### src/rtl/nvdla_cacc_sched_pkg.sv
// ----------------------------------------------------------------------------
// nvdla_cacc_sched_pkg
// Shared types for the CACC ping-pong register-group scheduler:
//   - cacc_state_e : scheduler FSM states (IDLE/START/BUSY/DONE)
//   - CACC_GRP_*   : per-group status encodings read back by software
//   - grp_onehot   : group index -> one-hot 2-bit mask
//   - grp_status   : status decode for one group
// ----------------------------------------------------------------------------
package nvdla_cacc_sched_pkg;

  typedef enum logic [1:0] {
    CACC_ST_IDLE  = 2'd0,
    CACC_ST_START = 2'd1,
    CACC_ST_BUSY  = 2'd2,
    CACC_ST_DONE  = 2'd3
  } cacc_state_e;

  localparam logic [1:0] CACC_GRP_IDLE    = 2'd0;
  localparam logic [1:0] CACC_GRP_RUNNING = 2'd1;
  localparam logic [1:0] CACC_GRP_PENDING = 2'd2;

  // One-hot mask selecting group g out of the two register groups.
  function automatic logic [1:0] grp_onehot(input logic g);
    logic [1:0] mask;
    if (g) begin
      mask = 2'b10;
    end else begin
      mask = 2'b01;
    end
    return mask;
  endfunction

  // RUNNING wins over PENDING: the executing group is still armed until DONE.
  function automatic logic [1:0] grp_status(input logic running, input logic armed);
    logic [1:0] st;
    if (running) begin
      st = CACC_GRP_RUNNING;
    end else if (armed) begin
      st = CACC_GRP_PENDING;
    end else begin
      st = CACC_GRP_IDLE;
    end
    return st;
  endfunction

endpackage

### src/rtl/nvdla_cacc_group_sched_if.sv
// ----------------------------------------------------------------------------
// nvdla_cacc_group_sched_if
// Bundles the software/datapath-facing signals of the group scheduler.
//   master : software + datapath side (drives producer/op_en_set/dp_done)
//   slave  : the scheduler itself
// Signals:
//   producer, op_en_set          software arm request for group `producer`
//   dp_done                      datapath layer-finished pulse
//   consumer, status_0/1, op_en  register-block readback fields
//   dp_start, dp_group           layer start to the datapath
//   done_intr, op_en_err,
//   timeout_err, layer_cnt       completion / error reporting
// ----------------------------------------------------------------------------
interface nvdla_cacc_group_sched_if #(
  parameter int CNT_W = 16
) ();

  logic             producer;
  logic             op_en_set;
  logic             dp_done;
  logic             consumer;
  logic [1:0]       status_0;
  logic [1:0]       status_1;
  logic [1:0]       op_en;
  logic             dp_start;
  logic             dp_group;
  logic [1:0]       done_intr;
  logic             op_en_err;
  logic             timeout_err;
  logic [CNT_W-1:0] layer_cnt;

  modport master (
    output producer,
    output op_en_set,
    output dp_done,
    input  consumer,
    input  status_0,
    input  status_1,
    input  op_en,
    input  dp_start,
    input  dp_group,
    input  done_intr,
    input  op_en_err,
    input  timeout_err,
    input  layer_cnt
  );

  modport slave (
    input  producer,
    input  op_en_set,
    input  dp_done,
    output consumer,
    output status_0,
    output status_1,
    output op_en,
    output dp_start,
    output dp_group,
    output done_intr,
    output op_en_err,
    output timeout_err,
    output layer_cnt
  );

endinterface

### src/rtl/nvdla_cacc_sched_wdog.sv
// ----------------------------------------------------------------------------
// nvdla_cacc_sched_wdog
// Busy-cycle watchdog. Counts cycles while i_en is high, clears on i_clr,
// and raises o_expire on the last allowed busy cycle (count == TIMEOUT-1).
// A TIMEOUT of zero disables expiry entirely.
// Ports:
//   i_clk, i_rst : clock, synchronous active-high reset
//   i_clr        : clear the counter (end of layer)
//   i_en         : count enable (FSM in BUSY)
//   o_expire     : high while enabled on the final permitted busy cycle
// ----------------------------------------------------------------------------
module nvdla_cacc_sched_wdog #(
  parameter int                   TIMEOUT_W = 20,
  parameter logic [TIMEOUT_W-1:0] TIMEOUT   = 20'hF_FFFF
) (
  input  logic i_clk,
  input  logic i_rst,
  input  logic i_clr,
  input  logic i_en,
  output logic o_expire
);

  localparam logic [TIMEOUT_W-1:0] LP_LAST  = TIMEOUT - TIMEOUT_W'(1);
  localparam logic                 LP_ARMED = (TIMEOUT != '0);

  logic [TIMEOUT_W-1:0] r_cnt;

  // Busy-cycle counter: clear has priority, otherwise count while enabled.
  always_ff @(posedge i_clk) begin
    if (i_rst) begin
      r_cnt <= '0;
    end else if (i_clr) begin
      r_cnt <= '0;
    end else if (i_en) begin
      r_cnt <= r_cnt + TIMEOUT_W'(1);
    end else begin
      r_cnt <= r_cnt;
    end
  end

  // Compare is against a registered count, so no input-to-output path exists
  // beyond the FSM-derived enable.
  assign o_expire = LP_ARMED & i_en & (r_cnt == LP_LAST);

endmodule

### src/rtl/nvdla_cacc_group_sched.sv
// ----------------------------------------------------------------------------
// nvdla_cacc_group_sched
// Ping-pong register-group scheduler for the CACC pipe. Software arms one of
// two register groups; this block executes armed groups in strict
// alternation, starts the datapath, retires the group on completion (or on
// watchdog abort) and reports status/completion back to software.
// Ports:
//   nvdla_core_clk : core clock
//   nvdla_core_rst : synchronous active-high reset
//   bus (slave)    : producer/op_en_set/dp_done in; consumer, status_0/1,
//                    op_en, dp_start, dp_group, done_intr, op_en_err,
//                    timeout_err, layer_cnt out
// ----------------------------------------------------------------------------
module nvdla_cacc_group_sched
  import nvdla_cacc_sched_pkg::*;
#(
  parameter int                   TIMEOUT_W = 20,
  parameter logic [TIMEOUT_W-1:0] TIMEOUT   = 20'hF_FFFF,
  parameter int                   CNT_W     = 16
) (
  input  logic                    nvdla_core_clk,
  input  logic                    nvdla_core_rst,
  nvdla_cacc_group_sched_if.slave bus
);

  cacc_state_e      r_state;
  logic             r_consumer;
  logic [1:0]       r_op_en;
  logic             r_dp_start;
  logic [1:0]       r_done_intr;
  logic             r_op_en_err;
  logic             r_timeout_err;
  logic             r_abort;
  logic [CNT_W-1:0] r_layer_cnt;

  logic [1:0]       w_set_mask;
  logic [1:0]       w_clr_mask;
  logic [1:0]       w_op_en_nxt;
  logic             w_err_nxt;
  logic             w_busy;
  logic             w_done;
  logic             w_expire;

  assign w_busy = (r_state == CACC_ST_BUSY);
  assign w_done = (r_state == CACC_ST_DONE);

  nvdla_cacc_sched_wdog #(
    .TIMEOUT_W (TIMEOUT_W),
    .TIMEOUT   (TIMEOUT)
  ) u_wdog (
    .i_clk    (nvdla_core_clk),
    .i_rst    (nvdla_core_rst),
    .i_clr    (w_done),
    .i_en     (w_busy),
    .o_expire (w_expire)
  );

  // Arm request is judged against the current armed flags: a group that is
  // pending or running (including the DONE cycle that clears it) rejects it.
  assign w_err_nxt   = bus.op_en_set & r_op_en[bus.producer];
  assign w_set_mask  = (bus.op_en_set & ~r_op_en[bus.producer]) ?
                       grp_onehot(bus.producer) : 2'b00;
  assign w_clr_mask  = w_done ? grp_onehot(r_consumer) : 2'b00;
  assign w_op_en_nxt = (r_op_en | w_set_mask) & ~w_clr_mask;

  // Armed flags and the rejected-arm error pulse.
  always_ff @(posedge nvdla_core_clk) begin
    if (nvdla_core_rst) begin
      r_op_en     <= 2'b00;
      r_op_en_err <= 1'b0;
    end else begin
      r_op_en     <= w_op_en_nxt;
      r_op_en_err <= w_err_nxt;
    end
  end

  // Scheduler FSM with its registered pulses, consumer pointer and counter.
  always_ff @(posedge nvdla_core_clk) begin
    if (nvdla_core_rst) begin
      r_state       <= CACC_ST_IDLE;
      r_consumer    <= 1'b0;
      r_dp_start    <= 1'b0;
      r_done_intr   <= 2'b00;
      r_timeout_err <= 1'b0;
      r_abort       <= 1'b0;
      r_layer_cnt   <= '0;
    end else begin
      r_dp_start    <= 1'b0;
      r_done_intr   <= 2'b00;
      r_timeout_err <= 1'b0;
      case (r_state)
        CACC_ST_IDLE: begin
          // Strict alternation: only the consumer group may start.
          if (r_op_en[r_consumer]) begin
            r_state    <= CACC_ST_START;
            r_dp_start <= 1'b1;
          end else begin
            r_state    <= CACC_ST_IDLE;
          end
        end
        CACC_ST_START: begin
          r_state <= CACC_ST_BUSY;
        end
        CACC_ST_BUSY: begin
          // Completion beats a same-cycle watchdog expiry.
          if (bus.dp_done) begin
            r_state <= CACC_ST_DONE;
            r_abort <= 1'b0;
          end else if (w_expire) begin
            r_state <= CACC_ST_DONE;
            r_abort <= 1'b1;
          end else begin
            r_state <= CACC_ST_BUSY;
          end
        end
        CACC_ST_DONE: begin
          if (r_abort) begin
            r_timeout_err <= 1'b1;
          end else begin
            r_done_intr <= grp_onehot(r_consumer);
            r_layer_cnt <= r_layer_cnt + CNT_W'(1);
          end
          r_abort    <= 1'b0;
          r_consumer <= ~r_consumer;
          r_state    <= CACC_ST_IDLE;
        end
        default: begin
          r_state <= CACC_ST_IDLE;
        end
      endcase
    end
  end

  assign bus.consumer    = r_consumer;
  assign bus.op_en       = r_op_en;
  assign bus.dp_start    = r_dp_start;
  assign bus.dp_group    = r_consumer;
  assign bus.done_intr   = r_done_intr;
  assign bus.op_en_err   = r_op_en_err;
  assign bus.timeout_err = r_timeout_err;
  assign bus.layer_cnt   = r_layer_cnt;

  // Status is decoded purely from registered state.
  assign bus.status_0 = grp_status((r_consumer == 1'b0) && (r_state != CACC_ST_IDLE),
                                   r_op_en[0]);
  assign bus.status_1 = grp_status((r_consumer == 1'b1) && (r_state != CACC_ST_IDLE),
                                   r_op_en[1]);

endmodule

### src/flat_wrapper.sv
// flat-port wrapper written by rule: the top's interface ports become plain ports
module nvdla_cacc_group_sched_flat import nvdla_cacc_sched_pkg::*;
#(
  parameter int                   TIMEOUT_W = 20,
  parameter logic [TIMEOUT_W-1:0] TIMEOUT   = 20'hF_FFFF,
  parameter int                   CNT_W     = 16
)
  (nvdla_core_clk, nvdla_core_rst, bus_producer, bus_op_en_set, bus_dp_done, bus_consumer, bus_status_0, bus_status_1, bus_op_en, bus_dp_start, bus_dp_group, bus_done_intr, bus_op_en_err, bus_timeout_err, bus_layer_cnt);
  nvdla_cacc_group_sched_if #(.CNT_W(CNT_W)) bus_i ();
  input  logic nvdla_core_clk;
  input  logic nvdla_core_rst;
  input wire logic [$bits(bus_i.producer)-1:0] bus_producer;
  input wire logic [$bits(bus_i.op_en_set)-1:0] bus_op_en_set;
  input wire logic [$bits(bus_i.dp_done)-1:0] bus_dp_done;
  output wire logic [$bits(bus_i.consumer)-1:0] bus_consumer;
  output wire logic [$bits(bus_i.status_0)-1:0] bus_status_0;
  output wire logic [$bits(bus_i.status_1)-1:0] bus_status_1;
  output wire logic [$bits(bus_i.op_en)-1:0] bus_op_en;
  output wire logic [$bits(bus_i.dp_start)-1:0] bus_dp_start;
  output wire logic [$bits(bus_i.dp_group)-1:0] bus_dp_group;
  output wire logic [$bits(bus_i.done_intr)-1:0] bus_done_intr;
  output wire logic [$bits(bus_i.op_en_err)-1:0] bus_op_en_err;
  output wire logic [$bits(bus_i.timeout_err)-1:0] bus_timeout_err;
  output wire logic [$bits(bus_i.layer_cnt)-1:0] bus_layer_cnt;
  assign bus_i.producer = bus_producer;
  assign bus_i.op_en_set = bus_op_en_set;
  assign bus_i.dp_done = bus_dp_done;
  assign bus_consumer = bus_i.consumer;
  assign bus_status_0 = bus_i.status_0;
  assign bus_status_1 = bus_i.status_1;
  assign bus_op_en = bus_i.op_en;
  assign bus_dp_start = bus_i.dp_start;
  assign bus_dp_group = bus_i.dp_group;
  assign bus_done_intr = bus_i.done_intr;
  assign bus_op_en_err = bus_i.op_en_err;
  assign bus_timeout_err = bus_i.timeout_err;
  assign bus_layer_cnt = bus_i.layer_cnt;
  nvdla_cacc_group_sched #(.TIMEOUT_W(TIMEOUT_W), .TIMEOUT(TIMEOUT), .CNT_W(CNT_W)) u_core (.nvdla_core_clk(nvdla_core_clk), .nvdla_core_rst(nvdla_core_rst), .bus(bus_i));
endmodule
### config.mk
export PLATFORM = sky130hd
export DESIGN_NAME = nvdla_cacc_group_sched_flat
export DESIGN_NICKNAME = d
export VERILOG_FILES = /design/src/rtl/nvdla_cacc_sched_pkg.sv /design/src/rtl/nvdla_cacc_group_sched_if.sv /design/src/rtl/nvdla_cacc_sched_wdog.sv /design/src/rtl/nvdla_cacc_group_sched.sv /design/src/flat_wrapper.sv
export SDC_FILE = /design/constraint.sdc
export NUM_CORES = 1
export LEC_CHECK = 0
export ABC_AREA = 1
export BUFFER_PORTS_ARGS = -buffer_cell sky130_fd_sc_hd__buf_2
export CAP_MARGIN = 20
export CORE_MARGIN = 2
export CORE_UTILIZATION = 40
export DETAILED_ROUTE_END_ITERATION = 8
export GPL_ROUTABILITY_DRIVEN = 0
export SYNTH_ARGS = -nofsm -noshare
export SYNTH_HDL_FRONTEND = slang
export SYNTH_HIERARCHICAL = 1
export SYNTH_SLANG_ARGS = --single-unit
### constraint.sdc
create_clock -name nvdla_core_clk -period 4.49 [get_ports nvdla_core_clk]
set_input_delay 0.898 -clock nvdla_core_clk [delete_from_list [all_inputs] [get_ports nvdla_core_clk]]
set_output_delay 0.898 -clock nvdla_core_clk [all_outputs]
set_load 0.03 [all_outputs]
# --- Yosys cells after proc, flatten, opt, wreduce, memory -nomap -nowiden ---
# Index checks and enable logic that the tools add are counted.
classes:
  n_addsub: 2
  n_lt_le_gt_ge: 2
  n_eq_ne: 5
  n_mux: 21
  n_bitwise: 11
  n_reduce_logical: 11
op_table:
  columns: ["op", "count"]
  rows:
  - ["20-bit by 1-bit adder with 20-bit output (second input constant)", 1]
  - ["20-bit == test (second input constant)", 1]
  - ["2-bit 2-to-1 mux", 9]
  - ["16-bit by 1-bit adder with 16-bit output (second input constant)", 1]
  - ["1-bit 2-to-1 mux", 10]
  - ["2-bit one-hot mux with 4 select lines", 1]
  - ["2-bit OR reduction", 3]
  - ["1-bit NOT", 5]
  - ["2-bit == test (second input constant)", 2]
  - ["1-bit by 2-bit less-than comparator with 1-bit output (second input constant)", 2]
  - ["2-bit AND reduction", 2]
  - ["2-bit nonzero test", 2]
  - ["1-bit bitwise AND", 3]
  - ["3-bit by 2-bit != test with 1-bit output (second input constant)", 1]
  - ["3-bit OR reduction", 1]
  - ["2-bit bitwise AND", 1]
  - ["2-bit by 1-bit == test with 1-bit output (second input constant)", 1]
  - ["1-bit logical AND", 2]
  - ["2-bit zero test", 1]
  - ["2-bit NOT", 1]
  - ["2-bit OR", 1]
  - ["1-bit one-hot mux with 2 select lines", 1]
word_totals:
  reg_bits: 47
  inputBits: 5
  output_inout_bits: 29
  wordCells: 62

# --- Depth between registers and ports, before layout ---
depth:
  word_depth: 7
  depth_mapped: 10
  depth_no_buf: 9

# --- Hierarchy ---
# The synthesis kept the hierarchy.
modules_own_cells:
  columns: ["module", "instances", "cells_each", "area_per_inst_um2", "seq_area_each_um2"]
  rows:
  - ["nvdla_cacc_group_sched", 1, 168, 1258.7, 540.5]
  - ["nvdla_cacc_sched_wdog", 1, 170, 1146.1, 400.4]

# --- Worst setup path before layout ---
# No wires, ideal clock.
synth_timing:
  path_kind: "register -> output"
  start: "reg u_core.r_consumer, in the netlist u_core/bus.consumer"
  end: "out bus_status_1[1]"
  t_arrival_ns: 1.465
  required_ns: 3.592
  setup_slack_ns: 2.127
  stages_incl_launch_ff: 4
  n_path_buf: 0
  cell_sequence: "dfxtp_1 -> inv_1 -> nor2_1 -> nor2_1"
synth_via:
  elab_chain_len: 2
synth_lines:
  columns: ["item", "line_no", "text"]
  rows:
  - ["start, declared", "nvdla_cacc_group_sched.sv:27", "logic r_consumer;"]
  - ["start signal, assigned", "nvdla_cacc_group_sched.sv:124", "r_consumer <= ~r_consumer;"]
  - ["1-bit logical AND", "nvdla_cacc_group_sched.sv:146", "assign bus.status_1 = grp_status((r_consumer == 1'b1) && (r_state != CACC_ST_IDLE),"]
  - ["2-bit 2-to-1 mux", "nvdla_cacc_sched_pkg.sv:36", "if (running) begin"]
  - ["end, declared", "flat_wrapper.sv:17", "output wire logic [$bits(bus_i.status_1)-1:0] bus_status_1;"]
# No other way between the ends.

# --- Worst setup path after layout ---
layout_timing:
  start: "reg u_core.r_state[0]"
  end: "out bus_status_1[0]"
layout_via:
  elab_chain_len: 3
layout_lines:
  columns: ["item", "line_no", "text"]
  rows:
  - ["start, declared", "nvdla_cacc_group_sched.sv:26", "cacc_state_e r_state;"]
  - ["start signal, assigned", "nvdla_cacc_group_sched.sv:80", "r_state <= CACC_ST_IDLE;"]
  - ["start signal, assigned", "nvdla_cacc_group_sched.sv:95", "r_state <= CACC_ST_START;"]
  - ["start signal, assigned", "nvdla_cacc_group_sched.sv:98", "r_state <= CACC_ST_IDLE;"]
  - ["2-bit nonzero test", "nvdla_cacc_group_sched.sv:146", null]
  - ["1-bit logical AND", "nvdla_cacc_group_sched.sv:146", null]
  - ["2-bit 2-to-1 mux", "nvdla_cacc_sched_pkg.sv:36", null]
# No other way between the ends.

==> results_dict.tcl <==
set metrics [dict create \
    post_cts_resize_count 0 \
    critPathLaunchType "register" \
    drt_drc_violations_left 0 \
    cell_internal_pwr_mw 0.605 \
    clock_tree_from_tritoncts "done" \
    initial_utilization 0.411 \
    worst-endpoint-arrival_ps 1360 \
    global_route.usage.total 0.162 \
    finalHoldViolCount 0 \
    floorplan.core_area_um2 5850 \
    cap_violations 0 \
    ant_nets 0 \
    synth_top_cell_area_share 0.391 \
    synth_commonest_cells "61 x sky130_fd_sc_hd__nand2_1, 61 x sky130_fd_sc_hd__nor2_1, 47 x sky130_fd_sc_hd__dfxtp_1" \
    aggregate_routed_wire_length_um 4920 \
    die_width_um 81.5 \
    design.final.nets 385 \
    crit_path_max_fanout 4 \
    post_drt_wl_per_cell_um 10.9 \
    result_of_the_run "finished clean" \
    synth_area_leader_cell "sky130_fd_sc_hd__dfxtp_1" \
    dr_vias_cell 4.71 \
    timing_worst_setup_path_type "register to output port" \
    final_cycle_utilization_of_the_critical_path 0.502 \
    fp.dieArea_um2 6650 \
    worstHoldPathType "register to register" \
    tritoncts.num_buffers 5 \
    net_switching_power_of_the_design_mw 0.192 \
    rsz0062_at_grt "false" \
    setup_viol_count_final 0 \
    synth.top_cells.by_area "sky130_fd_sc_hd__dfxtp_1 39%, sky130_fd_sc_hd__nand2_1 9.5%, sky130_fd_sc_hd__nor2_1 9.5%" \
    clock_skew_ps 10.5 \
    leakagePower_nw 1.22 \
    via_count 2118 \
    ios 34 \
    synth_async_sr_flop_share 0 \
    num_rows 28 \
    power.share.combinational 0.063 \
    vdd_drop_max_mv 0.122 \
    hpwlAfterDp_um 3690 \
    switching_share 0.240 \
    clock_insertion_delay_worst_skew_ps 310 \
    overflow 0 \
    period_needed_ps 2250 \
    postSynthNetCount 349 \
    critical_path_required_ps 3590 \
    most_used_dff_post_synth "sky130_fd_sc_hd__dfxtp_1" \
    synth-edff-count 0 \
    timing.setup.tns_ps 0 \
    synthesis.area_um2 2400 \
    wire_length_of_the_first_global_routing_pass_um 8450 \
    htree_num_levels 2 \
    drt-initial-drc-count 80 \
    slew_headroom 0.616 \
    floorplan.die.height_um 81.5 \
    syn-instance-count 338 \
    drive_gt1_frac 0.189 \
    areaGrowthSynthToFinish_pct 14.9 \
    first_global_vias 1930 \
    warnings_synthesis 6 \
    clkSlewWorstSetupHoldPaths_ps 100 \
    seq_power_share 0.535 \
    finalPower_mw 0.797 \
    synth_seq_area_share 0.391 \
    place.port_buffers 33 \
    power_density_nw_per_um2 288 \
    tightest_slew_ps 574 \
    ys_types 37 \
    post-cts-setup-buffer-count 0 \
    antenna_found_initial 0 \
    largest_net_degree_at_the_start_of_global_routing 18 \
    clock_tree.root_cell "sky130_fd_sc_hd__clkbuf_8" \
    slew_violations 0 \
    worst_setup_path_end_kind "output port" \
    cts_buffer_depth 2 \
    clkSinkCount 47 \
    ys_ff_latch 47 \
    clock_share_of_power 0.402 \
    cts_hold_repair.buffers 0 \
    antenna_cells 0 \
    achievable-frequency_mhz 443 \
    firstDrtPassIters 5 \
    syn-mean-instance-area_um2 7.11 \
]
==> flip-flops by register name, summed over array words and instances, names as in the netlist <==
| register | count |
|---|---|
| u_core/bus.consumer | 1 |
| u_core/bus.done_intr | 2 |
| u_core/u_wdog/r_cnt | 20 |
| u_core/bus.op_en_err | 1 |
| u_core/bus.timeout_err | 1 |
| u_core/r_state | 2 |
| u_core/bus.layer_cnt | 16 |
| u_core/bus.op_en | 2 |
| u_core/bus.dp_start | 1 |
| u_core/r_abort | 1 |
==> worst paths after layout <==
path                                                       endpoint                           startpoint  slack, ps  cells past startpoint
worst min register to register  u_core/u_wdog/r_cnt[7]$_SDFFE_PP0P_  u_core/u_wdog/r_cnt[7]$_SDFFE_PP0P_        490                      2
worst max register to register          u_core/r_abort$_SDFFE_PP0P_         u_core/r_state[0]$_SDFF_PP0_       2670                      7
worst max-delay path                                bus_status_1[0]         u_core/r_state[0]$_SDFF_PP0_       2240                      4
worst min-delay path            u_core/u_wdog/r_cnt[7]$_SDFFE_PP0P_  u_core/u_wdog/r_cnt[7]$_SDFFE_PP0P_        490                      2
==> through the flow <==
stage | cells | utilization | worst slack, ps | hold WS (ps) | instance area [µm²]
floorplan | 338 | - | 2130 | 448 | 2400
global placement | 441 | 0.451 | 1990 | 467 | 2640
detailed placement | 441 | 0.451 | 1920 | 476 | 2640
CTS | 449 | 0.470 | 2220 | 489 | 2750
global route | 450 | 0.472 | 2140 | 528 | 2760
finish | 450 | 0.472 | 2240 | 487 | 2760
==> cell type report <==
class | instances | area (µm²)
multi-input combinational | 241 | 1270
clock buffer | 5 | 68.8
clock inverter | 3 | 46.3
fill | 597 | 3090
inverter | 45 | 169
timing repair buffer | 34 | 176
sequential | 47 | 941
tap | 75 | 93.8
==> power by group through the flow <==
stage	registers (mW)	logic [mW]	clock network [mW]
finish	0.426	0.0503	0.320
global placement	0.436	0.0490	0
floorplan	0.440	0.0322	0
detailed placement	0.436	0.0499	0
CTS	0.427	0.0500	0.331
global route	0.428	0.0568	0.346
==> critical path: stages (launching register included) <==
cell and delay [ps]:
sky130_fd_sc_hd__dfxtp_1 360, sky130_fd_sc_hd__inv_1 70, sky130_fd_sc_hd__ha_1 240, sky130_fd_sc_hd__nor2_1 160, sky130_fd_sc_hd__buf_2 220
==> cells in the final DEF (no fill, tap or decap), types with 2 or more instances in the layout <==
cell / count
sky130_fd_sc_hd__dfxtp_1: 47
sky130_fd_sc_hd__nor2_4: 3
sky130_fd_sc_hd__nor3_1: 10
sky130_fd_sc_hd__a21oi_1: 24
sky130_fd_sc_hd__nand2_2: 5
sky130_fd_sc_hd__clkbuf_8: 5
sky130_fd_sc_hd__xnor2_1: 2
sky130_fd_sc_hd__nand4_1: 8
sky130_fd_sc_hd__o21bai_1: 3
sky130_fd_sc_hd__inv_2: 3
sky130_fd_sc_hd__nand2_1: 61
sky130_fd_sc_hd__nor2_8: 3
sky130_fd_sc_hd__o21ai_0: 12
sky130_fd_sc_hd__nand3_1: 20
sky130_fd_sc_hd__ha_1: 6
sky130_fd_sc_hd__nor2_2: 5
sky130_fd_sc_hd__nor2_1: 61
sky130_fd_sc_hd__nand2_4: 2
sky130_fd_sc_hd__inv_1: 42
sky130_fd_sc_hd__a211oi_1: 2
sky130_fd_sc_hd__buf_2: 33
==> layer usage <==
metal	vias up	wire [µm]	part of all wire	track usage
li1	1155	-	-	-
met1	928	2500	0.51	0.213
met2	29	2190	0.44	0.259
met3	6	162	0.033	0.0297
met4	0	68	0.014	0.0712
met5	-	0	0	0
==> kinds of logic (layout without fill, tap and decap cells) <==
family	count (synthesis)	count (layout)	share of synthesized area
AOI/OAI and AO/OA	45	45	0.103
xor gates and xnor gates	3	3	0.0109
adders and majority gates	6	6	0.0312
buffers and inverters	50	87	0.0817
DFF	47	47	0.391
and+or+nand+nor	187	187	0.382
No activity file was read; power rests on OpenSTA's default activity.
